<file path="config.mk">
export PLATFORM = sky130hd
export DESIGN_NAME = reg_alu_seq
export DESIGN_NICKNAME = d
export VERILOG_FILES = /design/src/rtl/reg_alu_seq.sv
export SDC_FILE = /design/constraint.sdc
export NUM_CORES = 1
export LEC_CHECK = 0
export ABC_CLOCK_PERIOD_IN_PS = 2920
export CAP_MARGIN = 10
export CORE_MARGIN = 3
export CORE_UTILIZATION = 40
export DETAILED_ROUTE_END_ITERATION = 16
export GPL_ROUTABILITY_DRIVEN = 1
export PLACE_DENSITY = 0.53
export SLEW_MARGIN = 15
export SYNTH_ARGS = -nofsm -noshare
export SYNTH_HDL_FRONTEND = slang
export SYNTH_SLANG_ARGS = --single-unit
export TNS_END_PERCENT = 30
</file>
<file path="constraint.sdc">
create_clock -name clk -period 2.92 [get_ports clk]
set_input_delay 0.584 -clock clk [delete_from_list [all_inputs] [get_ports clk]]
set_output_delay 0.584 -clock clk [all_outputs]
set_load 0.01 [all_outputs]
</file>
<file path="src/rtl/reg_alu_seq.sv">
// Multi-cycle sequencer driving the reg_alu control/address/data bundle from a host-loaded program memory.
// Optional single-step mode (step input, STALL state) is built when SINGLE_STEP_EN is defined.
module reg_alu_seq #(
  parameter int IMEM_DEPTH = 32,
  parameter int PC_W       = 5
) (
  input  logic            clk,
  input  logic            reset,
`ifdef SINGLE_STEP_EN
  input  logic            step,
`endif
  input  logic            load_en,
  input  logic [PC_W-1:0] load_addr,
  input  logic [15:0]     load_data,
  input  logic            start,
  output logic            busy,
  output logic            done,
  output logic [15:0]     instr_count,
  output logic            slt_sel,
  output logic            sel,
  output logic            main_sel,
  output logic            sft_sel,
  output logic            ryt_sft_sel,
  output logic            wr,
  output logic [1:0]      op,
  output logic [3:0]      sft_op,
  output logic [2:0]      rd_addr_a,
  output logic [2:0]      rd_addr_b,
  output logic [2:0]      wr_addr,
  output logic [15:0]     d_in
);

  localparam logic [2:0] OP_NOP  = 3'b000;
  localparam logic [2:0] OP_LDI  = 3'b001;
  localparam logic [2:0] OP_ALU  = 3'b010;
  localparam logic [2:0] OP_SHL  = 3'b011;
  localparam logic [2:0] OP_SHR  = 3'b100;
  localparam logic [2:0] OP_SRA  = 3'b101;
  localparam logic [2:0] OP_SLT  = 3'b110;
  localparam logic [2:0] OP_HALT = 3'b111;
  localparam logic [PC_W:0] PC_ONE = 1;

  typedef enum logic [2:0] {
    S_IDLE, S_FETCH, S_DECODE, S_IMM, S_EXEC
`ifdef SINGLE_STEP_EN
    , S_STALL
`endif
  } state_t;

  state_t          state;
  logic [15:0]     imem [IMEM_DEPTH];
  logic [15:0]     rdata;
  logic [15:0]     ir;
  logic [PC_W:0]   pc;   // extra MSB flags a walk past the last word
  logic [15:0]     word;
  logic [15:0]     imm;
  logic [2:0]      opc;
  logic            load_bundle;
  logic            nb_slt, nb_sel, nb_main, nb_sft, nb_ryt, nb_wr;
  logic [1:0]      nb_op;
  logic [3:0]      nb_sft_op;
  logic [15:0]     nb_d_in;

  always_ff @(posedge clk) begin
    if (!reset && state == S_IDLE && load_en)
      imem[load_addr] <= load_data;
    rdata <= imem[pc[PC_W-1:0]];
  end

  assign word = (state == S_IMM) ? ir : rdata;
  assign opc  = word[15:13];
  assign imm  = pc[PC_W] ? 16'h0000 : imem[pc[PC_W-1:0]];
  assign load_bundle = (state == S_IMM) ||
                       (state == S_DECODE && opc != OP_HALT && opc != OP_LDI);

  always_comb begin
    nb_slt    = 1'b0;
    nb_sel    = 1'b0;
    nb_main   = 1'b0;
    nb_sft    = 1'b0;
    nb_ryt    = 1'b0;
    nb_wr     = (opc != OP_NOP);
    nb_op     = 2'b00;
    nb_sft_op = 4'h0;
    nb_d_in   = 16'h0000;
    case (opc)
      OP_LDI: begin nb_main = 1'b1; nb_d_in = imm; end
      OP_ALU: begin nb_sel = 1'b1; nb_op = word[1:0]; end
      OP_SHL: begin nb_sel = 1'b1; nb_main = 1'b1; nb_sft_op = word[3:0]; end
      OP_SHR: begin nb_sel = 1'b1; nb_main = 1'b1; nb_sft = 1'b1; nb_sft_op = word[3:0]; end
      OP_SRA: begin
        nb_sel = 1'b1; nb_main = 1'b1; nb_sft = 1'b1; nb_ryt = 1'b1;
        nb_sft_op = word[3:0];
      end
      OP_SLT: begin
        nb_slt = 1'b1; nb_sel = 1'b1; nb_sft = 1'b1; nb_ryt = 1'b1;
        nb_sft_op = word[3:0];
      end
      default: ;
    endcase
  end

  always_ff @(posedge clk) begin
    if (reset) begin
      state       <= S_IDLE;
      pc          <= '0;
      ir          <= 16'h0000;
      instr_count <= 16'h0000;
      busy        <= 1'b0;
      done        <= 1'b0;
      slt_sel     <= 1'b0;
      sel         <= 1'b0;
      main_sel    <= 1'b0;
      sft_sel     <= 1'b0;
      ryt_sft_sel <= 1'b0;
      wr          <= 1'b0;
      op          <= 2'b00;
      sft_op      <= 4'h0;
      rd_addr_a   <= 3'b000;
      rd_addr_b   <= 3'b000;
      wr_addr     <= 3'b000;
      d_in        <= 16'h0000;
    end else begin
      // bundle is live only for the single EXEC cycle that follows a load
      done        <= 1'b0;
      slt_sel     <= 1'b0;
      sel         <= 1'b0;
      main_sel    <= 1'b0;
      sft_sel     <= 1'b0;
      ryt_sft_sel <= 1'b0;
      wr          <= 1'b0;
      op          <= 2'b00;
      sft_op      <= 4'h0;
      rd_addr_a   <= 3'b000;
      rd_addr_b   <= 3'b000;
      wr_addr     <= 3'b000;
      d_in        <= 16'h0000;
      case (state)
        S_IDLE: begin
          if (start) begin
            state       <= S_FETCH;
            pc          <= '0;
            instr_count <= 16'h0000;
            busy        <= 1'b1;
          end
        end
        S_FETCH: state <= S_DECODE;
        S_DECODE: begin
          ir <= rdata;
          pc <= pc + PC_ONE;
          if (opc == OP_HALT) begin
            state <= S_IDLE;
            busy  <= 1'b0;
            done  <= 1'b1;
          end else if (opc == OP_LDI) begin
            state <= S_IMM;
          end else begin
            state <= S_EXEC;
          end
        end
        S_IMM: begin
          pc    <= pc + PC_ONE;
          state <= S_EXEC;
        end
        S_EXEC: begin
          if (instr_count != 16'hFFFF)
            instr_count <= instr_count + 16'd1;
          if (pc[PC_W]) begin
            state <= S_IDLE;
            busy  <= 1'b0;
            done  <= 1'b1;
          end else begin
`ifdef SINGLE_STEP_EN
            state <= S_STALL;
`else
            state <= S_FETCH;
`endif
          end
        end
`ifdef SINGLE_STEP_EN
        S_STALL: if (step) state <= S_FETCH;
`endif
        default: begin
          state <= S_IDLE;
          busy  <= 1'b0;
        end
      endcase
      if (load_bundle) begin
        slt_sel     <= nb_slt;
        sel         <= nb_sel;
        main_sel    <= nb_main;
        sft_sel     <= nb_sft;
        ryt_sft_sel <= nb_ryt;
        wr          <= nb_wr;
        op          <= nb_op;
        sft_op      <= nb_sft_op;
        rd_addr_a   <= word[9:7];
        rd_addr_b   <= word[6:4];
        wr_addr     <= word[12:10];
        d_in        <= nb_d_in;
      end
    end
  end

endmodule

</file>
==> results.yml <==
job:
  drv_cap: 0
place:
  dp_hpwl_mm: 36.9
  port_buffers: 79
  dpl_worst_slack_ps: 370
  gp_congestion: 0.794
worst_setup_path:
  slowest_delay_ps: 540
  crit_fanout: 27
  r2r_end: "d_in[3]$_SDFF_PP0_"
  critPathArrivalTime_ps: 3090
  crit_path_cell_trace: "buf_12, buf_4, mux2i_1, a22oi_1, a21oi_1, nor4_1, buf_4, and2_1"
  critical_path_class: "reg -> reg"
  endpoint_kind: "register"
  worstPathRequired_ps: 3450
  reg2reg_slack_ps: 360
  cp-start-kind: "register"
  cp_common_cell: "buf_4"
  slowest_stage: "nor4_1"
  rr_worst_depth: 8
  crit_path_end: "d_in[3]$_SDFF_PP0_"
floorplan:
  die_w_um: 248
  die_area_um2: 61500
  die_h_um: 248
  pin_count: 80
  core_region_area_um2: 57800
  rows: 88
  initial_utilization: 0.405
clock_tree:
  cts_buffers: 67
  post_cts_resized: 0
  cts_max_path_buffers: 3
  cts_sinks: 613
  cts_hold_buf: 0
  path_clk_slew_ps: 60
  cts_tree: "yes"
  clock_latency_ps: 590
  clockRootBuffer: "clkbuf_16"
  cts_setup_buffers: 0
  htree_levels: 3
grt:
  grt_pass1_wl_mm: 85.9
  grt_max_degree: 65
  grtUsageTotal: 0.193
  antenna_found_initial: 0
  grt_pass1_vias: 12900
  grt.overflow.total: 0
logic_synthesis:
  synth_enable_flop_cells: 512
  synth_fp_nets: 1501
  synthFlopType: "edfxtp_1"
  async_reset_ff_frac: 0
  ys_warn_count: 0
  synthCells: 1474
  syn_avg_cell_area_um2: 15.9
  synth_seq_cells: 613
  synth-seq-area-share: 0.743
  synth_cell_types: 49
  synth_area_um2: 23400
timing:
  setup_viol_count_final: 0
  rsz0062_at_grt: "no"
  min_period_over_period: 0.876
  hold_violations: 0
  setup_ws_ps: 364
  clock_skew_ps: 20.6
  final.setup.tns_ps: 0
  slew_viol_final: 0
  whs_ps: 451
  final.min_clock_period_ps: 2560
  max_clock_freq_mhz: 391
  slew_headroom: 0.490
  worst_pin_slew_ps: 765
routing:
  ant_nets: 0
  wl_per_cell_um: 23.9
  vias_per_cell: 5.34
  drt_iter0_drc: 1127
  drc: 0
  first_pass_iters: 5
  wirelength_mm: 58.9
  vias: 13100
pwr:
  peakVddDrop_mv: 0.484
  leakage_nw: 8.72
  power.density_nw_per_um2: 663
  power_mw: 18.5
min_path:
  hold_depth: 2
  hold_class: "reg -> reg"
layout:
  antenna_cells: 0
  drive_gt1_frac: 0.131
  n_fill_cell: 4962
  syn2layout_area_growth_pct: 19.2
  multiInputGateArea_um2: 5670
  fin_nets: 1679
  regArea_um2: 17400
  final_util: 0.483
run_status:
  status: "finished, final reports clean"
power by group:
group          switching (mW)  internal (mW)
sequential             0.0369           9.53
combinational           0.480          0.244
clock                    3.27           4.94
total                    3.78           14.7
sequential cells by signal, summed over array words and instances, names as in the netlist, 2 cells and up, named ones only:
register	count
state	3
rd_addr_a	3
rdata	16
imem	512
instr_count	16
ir	16
d_in	16
op	2
rd_addr_b	3
sft_op	4
wr_addr	3
pc	6
cell type report:
class | instances | share of cell area
sequential | 613 | 0.623
multi-input combinational | 772 | 0.203
clock buffer | 87 | 0.0658
timing repair buffer | 194 | 0.0628
tap | 765 | 0.0343
clock inverter | 27 | 0.0101
inverter | 4 | 0.000538
routing by layer:
| metal | global-route usage | wire length, µm |
|---|---|---|
| met1 | 0.280 | 27000 |
| met2 | 0.302 | 27100 |
| met3 | 0.0366 | 3510 |
| met4 | 0.0484 | 1250 |
| met5 | 0 | 0 |
cell families after synthesis:
| family | count (synthesis) | synth area share |
|---|---|---|
| flip-flops | 613 | 0.743 |
| adder cells (fa/ha/maj) | 2 | 0.00107 |
| AND/OR/NAND/NOR | 239 | 0.0511 |
| buffers and inverters | 89 | 0.0170 |
| AO/OA/AOI/OAI | 254 | 0.0704 |
| XOR/XNOR | 14 | 0.00523 |
| multiplexers | 263 | 0.113 |
stage by stage:
step,instance area [µm²],cells
after floorplan,23400,1474
after global placement,25800,2348
after detailed placement,25800,2348
after CTS,27900,2462
after global routing,27900,2462
final,27900,2462
synth_stat cells, types with 2 or more instances:
library cell	number	area share
nand4_1	5	0.0013
nand3_1	9	0.0019
inv_1	4	0.00064
buf_1	11	0.0018
nor2_1	63	0.010
a31oi_1	2	0.00053
edfxtp_1	512	0.66
a22oi_1	132	0.042
xnor2_1	7	0.0026
nor2b_1	6	0.0016
o31ai_1	3	0.00096
or2_2	5	0.0013
o21ai_0	6	0.0013
xor2_1	7	0.0026
or3_1	3	0.00080
nand2b_1	6	0.0016
nor3b_1	3	0.00096
clkbuf_1	42	0.0067
mux2i_1	261	0.11
a21oi_1	100	0.021
and2_1	18	0.0048
ha_1	2	0.0011
nand4b_1	2	0.00075
nor3_1	7	0.0015
or4_1	4	0.0013
buf_4	7	0.0022
nor4_1	19	0.0051
and4b_1	2	0.00085
dfxtp_1	101	0.086
o41ai_1	3	0.0011
and4_1	3	0.0011
nand3b_1	5	0.0016
nand2_1	73	0.012
buf_2	24	0.0051
and3_1	2	0.00053
o211ai_1	2	0.00064
worst max-delay path: cells and delay by family, from the launching register on:
kind	cells	cell delay (ps)
AND/OR/NAND/NOR	2	640
AO/OA/AOI/OAI	2	580
buffers and inverters	3	700
multiplexers	1	100
flip-flops	1	460
layout by cell type (no fill, tap or decap), types with 5 or more instances in the layout:
cell type,netlist,final
a21oi_1,100,100
clkinv_1,0,11
xnor2_1,7,7
xor2_1,7,7
nor3_1,7,7
nor2_2,0,5
dfxtp_1,101,100
and2_1,18,17
nand3b_1,5,5
buf_12,0,8
clkbuf_1,42,15
o21ai_0,6,6
buf_4,7,107
nand2_1,73,73
or2_2,5,5
bufinv_16,0,6
nand4_1,5,5
nor2_1,63,57
clkbuf_16,0,70
clkinv_2,0,9
clkdlybuf4s50_1,0,79
a22oi_1,132,132
nor4_1,19,19
edfxtp_1,512,512
nand2b_1,6,6
mux2i_1,261,261
nand3_1,9,9
how the worst min path moves through the flow:
stage / startpoint / end / slack, ps
2_1_floorplan: rdata[0]$_DFF_P_ / ir[0]$_SDFFE_PP0P_ / 430
3_3_place_gp: rdata[4]$_DFF_P_ / ir[4]$_SDFFE_PP0P_ / 440
3_5_place_dp: rdata[4]$_DFF_P_ / ir[4]$_SDFFE_PP0P_ / 440
4_1_cts: rdata[10]$_DFF_P_ / ir[10]$_SDFFE_PP0P_ / 450
5_1_grt: rdata[3]$_DFF_P_ / ir[3]$_SDFFE_PP0P_ / 460
6_report: rdata[10]$_DFF_P_ / ir[10]$_SDFFE_PP0P_ / 450
(Power assumes the default switching activity.)
